<file path="src/rtl/regfile_pkg.sv">
// Shared types and defaults for the parametrised register file with clear sequencer and scoreboard.
package regfile_pkg;

    typedef enum logic {
        ST_CLEAR = 1'b0,
        ST_IDLE  = 1'b1
    } state_t;

    localparam int DATA_W_DEF = 32;
    localparam int ADDR_W_DEF = 5;

    function automatic int depth(input int addr_w);
        return 1 << addr_w;
    endfunction

endpackage

</file>
<file path="src/rtl/regfile_scoreboard.sv">
// One pending bit per register: set by a newly issued producer, cleared by its write-back.
module regfile_scoreboard
    import regfile_pkg::*;
#(
    parameter int ADDR_W   = ADDR_W_DEF,
    parameter bit ZERO_REG = 1'b1
) (
    input  logic              clk,
    input  logic              resetn,
    input  logic              flush,
    input  logic              set,
    input  logic [ADDR_W-1:0] set_addr,
    input  logic              clr,
    input  logic [ADDR_W-1:0] clr_addr,
    input  logic [ADDR_W-1:0] q_addr1,
    input  logic [ADDR_W-1:0] q_addr2,
    output logic              pend1,
    output logic              pend2
);

    localparam int DEPTH = depth(ADDR_W);

    logic [DEPTH-1:0] bits;
    logic [DEPTH-1:0] bits_nxt;

    // Clear is applied before set so a same-address set wins: the new producer is still outstanding.
    always_comb begin
        bits_nxt = bits;
        if (clr)
            bits_nxt[clr_addr] = 1'b0;
        if (set && !(ZERO_REG && set_addr == '0))
            bits_nxt[set_addr] = 1'b1;
    end

    always_ff @(posedge clk) begin
        if (!resetn || flush)
            bits <= '0;
        else
            bits <= bits_nxt;
    end

    assign pend1 = bits[q_addr1];
    assign pend2 = bits[q_addr2];

endmodule

</file>
<file path="src/rtl/regfile_sb.sv">
// 3-read/1-write register file with hardware clear sequencer and pending scoreboard.
// Optional same-cycle write-to-read bypass is enabled by defining REGFILE_WR_BYPASS_EN.
module regfile_sb
    import regfile_pkg::*;
#(
    parameter int DATA_W   = DATA_W_DEF,
    parameter int ADDR_W   = ADDR_W_DEF,
    parameter bit ZERO_REG = 1'b1
) (
    input  logic              clk,
    input  logic              resetn,
    input  logic              wen,
    input  logic [ADDR_W-1:0] waddr,
    input  logic [DATA_W-1:0] wdata,
    input  logic [ADDR_W-1:0] raddr1,
    output logic [DATA_W-1:0] rdata1,
    input  logic [ADDR_W-1:0] raddr2,
    output logic [DATA_W-1:0] rdata2,
    input  logic [ADDR_W-1:0] test_addr,
    output logic [DATA_W-1:0] test_data,
    input  logic              clr_req,
    output logic              busy,
    input  logic              pend_set,
    input  logic [ADDR_W-1:0] pend_addr,
    output logic              pend1,
    output logic              pend2
);

    localparam int DEPTH = depth(ADDR_W);

    state_t            state;
    logic [ADDR_W-1:0] cnt;
    logic [DATA_W-1:0] mem [DEPTH];

    logic idle;
    logic take;
    logic wr_ok;
    logic sb_pend1;
    logic sb_pend2;

    assign idle  = resetn && (state == ST_IDLE);
    // A clear request in the same cycle swallows any write or pending-set.
    assign take  = idle && !clr_req;
    assign wr_ok = take && wen && !(ZERO_REG && waddr == '0);
    assign busy  = !resetn || (state == ST_CLEAR);

    always_ff @(posedge clk) begin
        if (!resetn) begin
            state <= ST_CLEAR;
            cnt   <= '0;
        end else begin
            case (state)
                ST_CLEAR: begin
                    cnt <= cnt + 1'b1;
                    if (cnt == ADDR_W'(DEPTH - 1))
                        state <= ST_IDLE;
                end
                ST_IDLE: begin
                    if (clr_req) begin
                        state <= ST_CLEAR;
                        cnt   <= '0;
                    end
                end
                default: state <= ST_CLEAR;
            endcase
        end
    end

    always_ff @(posedge clk) begin
        if (resetn && state == ST_CLEAR)
            mem[cnt] <= '0;
        else if (wr_ok)
            mem[waddr] <= wdata;
    end

    function automatic logic [DATA_W-1:0] read_port(input logic [ADDR_W-1:0] a,
                                                    input logic [DATA_W-1:0] stored);
        if (!idle || (ZERO_REG && a == '0))
            return '0;
`ifdef REGFILE_WR_BYPASS_EN
        if (wr_ok && waddr == a)
            return wdata;
`endif
        return stored;
    endfunction

    assign rdata1    = read_port(raddr1, mem[raddr1]);
    assign rdata2    = read_port(raddr2, mem[raddr2]);
    assign test_data = read_port(test_addr, mem[test_addr]);

    regfile_scoreboard #(
        .ADDR_W   (ADDR_W),
        .ZERO_REG (ZERO_REG)
    ) u_sb (
        .clk      (clk),
        .resetn   (resetn),
        .flush    ((state == ST_CLEAR) || (idle && clr_req)),
        .set      (take && pend_set),
        .set_addr (pend_addr),
        .clr      (take && wen),
        .clr_addr (waddr),
        .q_addr1  (raddr1),
        .q_addr2  (raddr2),
        .pend1    (sb_pend1),
        .pend2    (sb_pend2)
    );

`ifdef REGFILE_WR_BYPASS_EN
    assign pend1 = idle && sb_pend1 && !(wr_ok && waddr == raddr1);
    assign pend2 = idle && sb_pend2 && !(wr_ok && waddr == raddr2);
`else
    assign pend1 = idle && sb_pend1;
    assign pend2 = idle && sb_pend2;
`endif

endmodule
</file>
<file path="config.mk">
export PLATFORM = sky130hd
export DESIGN_NAME = regfile_sb
export DESIGN_NICKNAME = d
export VERILOG_FILES = /design/src/rtl/regfile_pkg.sv /design/src/rtl/regfile_scoreboard.sv /design/src/rtl/regfile_sb.sv
export SDC_FILE = /design/constraint.sdc
export NUM_CORES = 1
export LEC_CHECK = 0
export BUFFER_PORTS_ARGS = -buffer_cell sky130_fd_sc_hd__buf_2
export CAP_MARGIN = 20
export CORE_MARGIN = 3
export CORE_UTILIZATION = 45
export CTS_CLUSTER_SIZE = 16
export DETAILED_ROUTE_END_ITERATION = 12
export GPL_ROUTABILITY_DRIVEN = 1
export GPL_TIMING_DRIVEN = 0
export SYNTH_ARGS = -nofsm -noshare
export SYNTH_HDL_FRONTEND = slang
export SYNTH_SLANG_ARGS = --single-unit
</file>
<file path="constraint.sdc">
create_clock -name clk -period 12.2 [get_ports clk]
set_input_delay 2.44 -clock clk [delete_from_list [all_inputs] [get_ports clk]]
set_output_delay 2.44 -clock clk [all_outputs]
set_load 0.02 [all_outputs]
</file>
# Yosys cells after proc, flatten, opt, wreduce, memory -nomap -nowiden
# Memories as Yosys holds them, arrays and structs flattened.
# Index checks and enable logic that the tools add are counted.
# W data, S select, Z words.
[classes]
muxes = 32
reduce_logical = 29
add_sub_neg = 1
bitwise = 4
eq_ne = 2
magnitude_cmp = 6
[ops]
columns = ["op", "count"]
rows = [
  ["$mux W32", 9],
  ["$and A32 B32 Y32", 1],
  ["$not A32 Y32", 1],
  ["$or A32 B32 Y32", 1],
  ["$reduce_or A32 Y1", 1],
  ["$logic_not A5 Y1", 5],
  ["$lt A5 B6 Y1 const B", 4],
  ["$mux W1", 15],
  ["$logic_and A1 B1 Y1", 12],
  ["$bmux W1 S5", 2],
  ["$demux W1 S5", 2],
  ["$ge A5 B1 Y1 const B", 2],
  ["$mux W5", 2],
  ["$pmux W5 S2", 1],
  ["$logic_or A1 B1 Y1", 6],
  ["$add A5 B1 Y5 const B", 1],
  ["$eq A5 B5 Y1 const B", 1],
  ["$logic_not A1 Y1", 5],
  ["$ne A2 B2 Y1 const B", 1],
  ["$pmux W1 S2", 1],
  ["$not A1 Y1", 1],
]
[totals]
reg_bits = 38
inputBits = 62
wordCells = 78
n_memories = 1
out_inout_bits = 99
ramBits = 1024
[memory_table]
columns = ["memory", "words", "width", "rd", "rd_ports_with_merged_regs", "wr", "line_no", "source"]
rows = [
  ["mem", 32, 32, 3, 0, 1, "regfile_sb.sv:33", "logic [DATA_W-1:0] mem [DEPTH];"],
]

# Logic depth before layout (Yosys ltp)
[logic_depth]
ltp_word = 9
mapped_depth = 9
mapped_depth_nobuf = 5

# Hierarchy
# Synthesis repeated with hierarchy kept, for this count alone.
[unflattened]
hier_cells = 4010
area_unflattened_um2 = 59508.3
[by_module_without_submodules]
columns = ["mod", "n_inst", "area_each_um2", "seq_area_each_um2", "cells_each"]
rows = [
  ["regfile_sb", 1, 57571.5, 30869.6, 3767],
  ["regfile_scoreboard", 1, 1936.9, 640.6, 243],
]

# Least setup slack after synthesis
# OpenSTA, ideal clock, no wires.
[synth_path]
path_kind = "input-to-output"
startpoint = "input port raddr1[0]"
endpoint = "output port rdata1[10]"
n_path_buf = 4
path_slack_ps = 5668
stages = 7
arrival_time_ps = 4092
required_time_ps = 9760
path_cell_list = "clkbuf_1 buf_4 buf_4 buf_4 mux4_2 mux2i_1 o221ai_1"
[synth_between]
elab_chain_cells = 4
elab_cells_between_ends = 5
classes_between = "2 x mux; 2 x reduce/logical; 1 x memory"
[synth_lines]
columns = ["element", "line_no", "source"]
rows = [
  ["from (decl)", "regfile_sb.sv:15", "input logic [ADDR_W-1:0] raddr1,"],
  ["branches (longest 3 deep; another with $mem_v2 Z32 W32)", "n/a", ""],
  ["$mux W32 *", "regfile_sb.sv:84", "return stored;"],
  ["to (decl)", "regfile_sb.sv:16", "output logic [DATA_W-1:0] rdata1,"],
]
# Every way passes the cells marked *.

# Final worst setup path
[layout_path]
startpoint = "input port raddr1[1]"
endpoint = "output port rdata1[1]"
# Same word-level chain as after synthesis.

==> results.md <==
- Worst EP required: 9.76 ns
- Residual DRC count: 0
- Most frequent cells after synthesis: edfxtp_1, mux4_2, mux2i_1
- Startpoint types: input port
- WL/cell: 42.51 um
- Syn Inst Count: 2981
- RR Endpoint: mem[17][13]
- Max_slew headroom: 0.1516
- Max VDD drop: 0.1315 mV
- Synth area leader: edfxtp_1
- TritonCTS Buffers: 118
- Number of synthesized register bits: 1062
- Ys Warns: 0
- Depth of the most critical reg-to-reg path: 7
- Yosys cell types: 47
- Remaining Overflow, GRT: 0
- Initial antenna violation count: 18
- Core Rows: 130
- Outcome: completed
- Final #Nets: 3431
- Worst R2R Setup Slack: between 8 and 9 ns
- Synth Flop Type: edfxtp_1
- Hold path cells: 2
- Top-area cell type share of the netlist area: 0.5331
- Slew @ Worst Pin: about 1.3 ns
- DPL Wire Length: 157000 um
- Worst r2r src: state
- WHS Endpoint: u_sb.bits[0]
- Clk Latency, worst-skew pair: between 0.7 and 0.8 ns
- Mapped Area: 0.05768 mm^2
- Part of the cycle the worst path needs: 0.6738
- Worst-case clock buffer depth: 3
- Vias/cell: around 7.3
- Worst hold path class: reg2reg
- Avg Cell Area, Syn: 19.35 um^2
- Count of final setup violators: 0
- Hold-fix buffers, CTS: 0
- GRT Overall Usage: 0.3276
- Max-slew violation count: 0
- RePlAce Congestion: 0.9375
- Core area: approximately 0.13 mm^2
- Pleak: 0.01963 uW
- Chip height: ~360 um
- PortBufs: 146
- RSZ-0062 raised after global routing: no
- Worst-path clk slew: ~0.06 ns
- Syn_nets: 3045
- Sequential cell area fraction in the yosys report: 0.5463
- Post-Route WL: 217600 um
- EDFF count, synth: 1024
- Post-layout min period: 8.221 ns
- H-tree Lvls: 3
- Crit Path Max Fanout: 11
- Post-route setup TNS: 0 ns
- Cell Pwr Density: 122.9 mW/mm^2
- Share of cells above drive strength 1: 0.4016
- Die Area: 0.1325 mm^2
- Area Overhead vs Synth: 16.14%
- Most common cell in the netlist: edfxtp_1
- I/O Pins: about 160
- Max Cap Viol: 0
- Setup bufs post-CTS: 0
- Skew final: 0.03020 ns
- First-pass iteration count of the detailed router: 6
- Drt initial violations: 5912
- Crit. End Element: output port
- Async SR Flop Fraction: 0
- Post-route core utilization: 0.5301
- Post-place setup slack: about 4.2 ns
- Vias post-DR: 37480
- Post_cts resized: 0
- Starting Density: 0.4564
- Die width: 364.0 um
- Vias in the first global route: 37830
- Largest cells by area after synthesis: edfxtp_1, mux4_2, mux2i_1
- Fin. Hold Viols: 0
- Routed Antenna Nets: 0
- Root Buffer: clkbuf_16
- CTS Sinks: 1062
- Crit path DAT: 5.78 ns
- Largest net degree at the start of global routing: 33
- Fmax: approximately 0.12 GHz
- Global-route wire length before repair: 298600 um
- TritonCTS clock tree: built
- CP Class: in2out
- Final Worst Setup Slack: a little under 4 ns
- Hold WS: 0.4816 ns
- Hold Path Origin: u_sb.bits[0]
==> worst max path at each step <==
stage / start / to / slack, ns / cells after the start
finish: raddr1[1] / rdata1[1] / 3.98 / 7
global route: raddr1[1] / rdata1[16] / 4.01 / 7
CTS: raddr1[1] / rdata1[16] / 4.16 / 7
detailed placement: raddr1[1] / rdata1[16] / 4.17 / 7
global placement: waddr[1] / mem[19][13] / 2.25 / 5
floorplan: raddr1[0] / rdata1[10] / 5.67 / 7
==> cell type report <==
type | instances | area, um^2
Sequential cell | 1062 | 31510
Clock buffer | 141 | 3070
Tap cell | 1650 | 2064
Multi-Input combinational cell | 1634 | 25090
Fill cell | 9830 | 59390
Buffer | 278 | 1305
Inverter | 7 | 26.28
Antenna cell | 6 | 15.01
Clock inverter | 76 | 799.5
Timing Repair Buffer | 266 | 3113
==> cells by family (layout without fill, tap and decap cells) <==
kind of cell             Yosys count  in the layout  share of synthesized area
multiplexers                    1176           1176                     0.3750
flip-flops                      1062           1062                     0.5463
buffers and inverters            285            768                    0.02308
AO/OA/AOI/OAI                    266            266                    0.03794
AND/OR/NAND/NOR                  190            190                    0.01731
adder cells (fa/ha/maj)            2              2                  0.0004337
other                              0              6                          0
==> registers in the layout (all words and copies together) (netlist names) <==
signal     count
mem         1024
u_sb.bits     32
cnt            5
state          1
==> metrics by stage <==
| stage | total power [uW] | area [um^2] | std cells |
|---|---|---|---|
| 2_1_floorplan | 4435 | 57680 | 2981 |
| 3_3_place_gp | 4646 | 60480 | 4777 |
| 3_5_place_dp | 4675 | 62290 | 4859 |
| 4_1_cts | 8247 | 66160 | 5076 |
| 5_1_grt | 8421 | 66980 | 5116 |
| 6_report | 8231 | 66990 | 5120 |
==> cells in the final DEF (no fill, tap or decap), drive strengths merged, types with 2 or more instances in the layout <==
master,count
dfxtp,38
o22a,96
a31oi,3
a22oi,5
or4,3
ha,2
clkinv,52
nor2b,6
o21ai,18
and2,38
a32o,16
nor4,3
inv,11
nor3b,3
edfxtp,1024
a21oi,20
nand4b,2
bufinv,14
nor2,45
nand2,34
clkinvlp,6
nor3,15
clkbuf,265
nand2b,7
diode,6
o221ai,96
mux4,788
and4b,2
nand3b,9
nand3,12
buf,420
and3,8
mux2i,388
a32oi,5
==> where the power goes <==
| part | total (uW) | leakage, uW | switching, uW | internal, uW |
|---|---|---|---|---|
| logic | 627 | 0.00988 | 378 | 249 |
| clock network | 3620 | 0.00188 | 1540 | 2090 |
| registers | 3980 | 0.00786 | 15.8 | 3970 |
| total | 8230 | 0.0196 | 1930 | 6300 |
==> layer usage <==
layer | part of all wire | up-vias | global-route usage | wire [um]
met5 | 0.00020 | - | 0 | 43
met4 | 0.043 | 8 | 0.1209 | 9407
met3 | 0.14 | 564 | 0.1130 | 30110
met2 | 0.47 | 2940 | 0.5133 | 101600
met1 | 0.35 | 19850 | 0.4261 | 76470
li1 | - | 14110 | - | -
==> worst max-delay path: stages <==
cell and delay, ns:
buf_2 0.46, buf_1 0.94, nand3b_1 0.53, clkbuf_1 0.42, o22a_1 0.39, o221ai_1 0.29
buf_2 0.29
No activity file was read; power rests on OpenSTA's default activity.
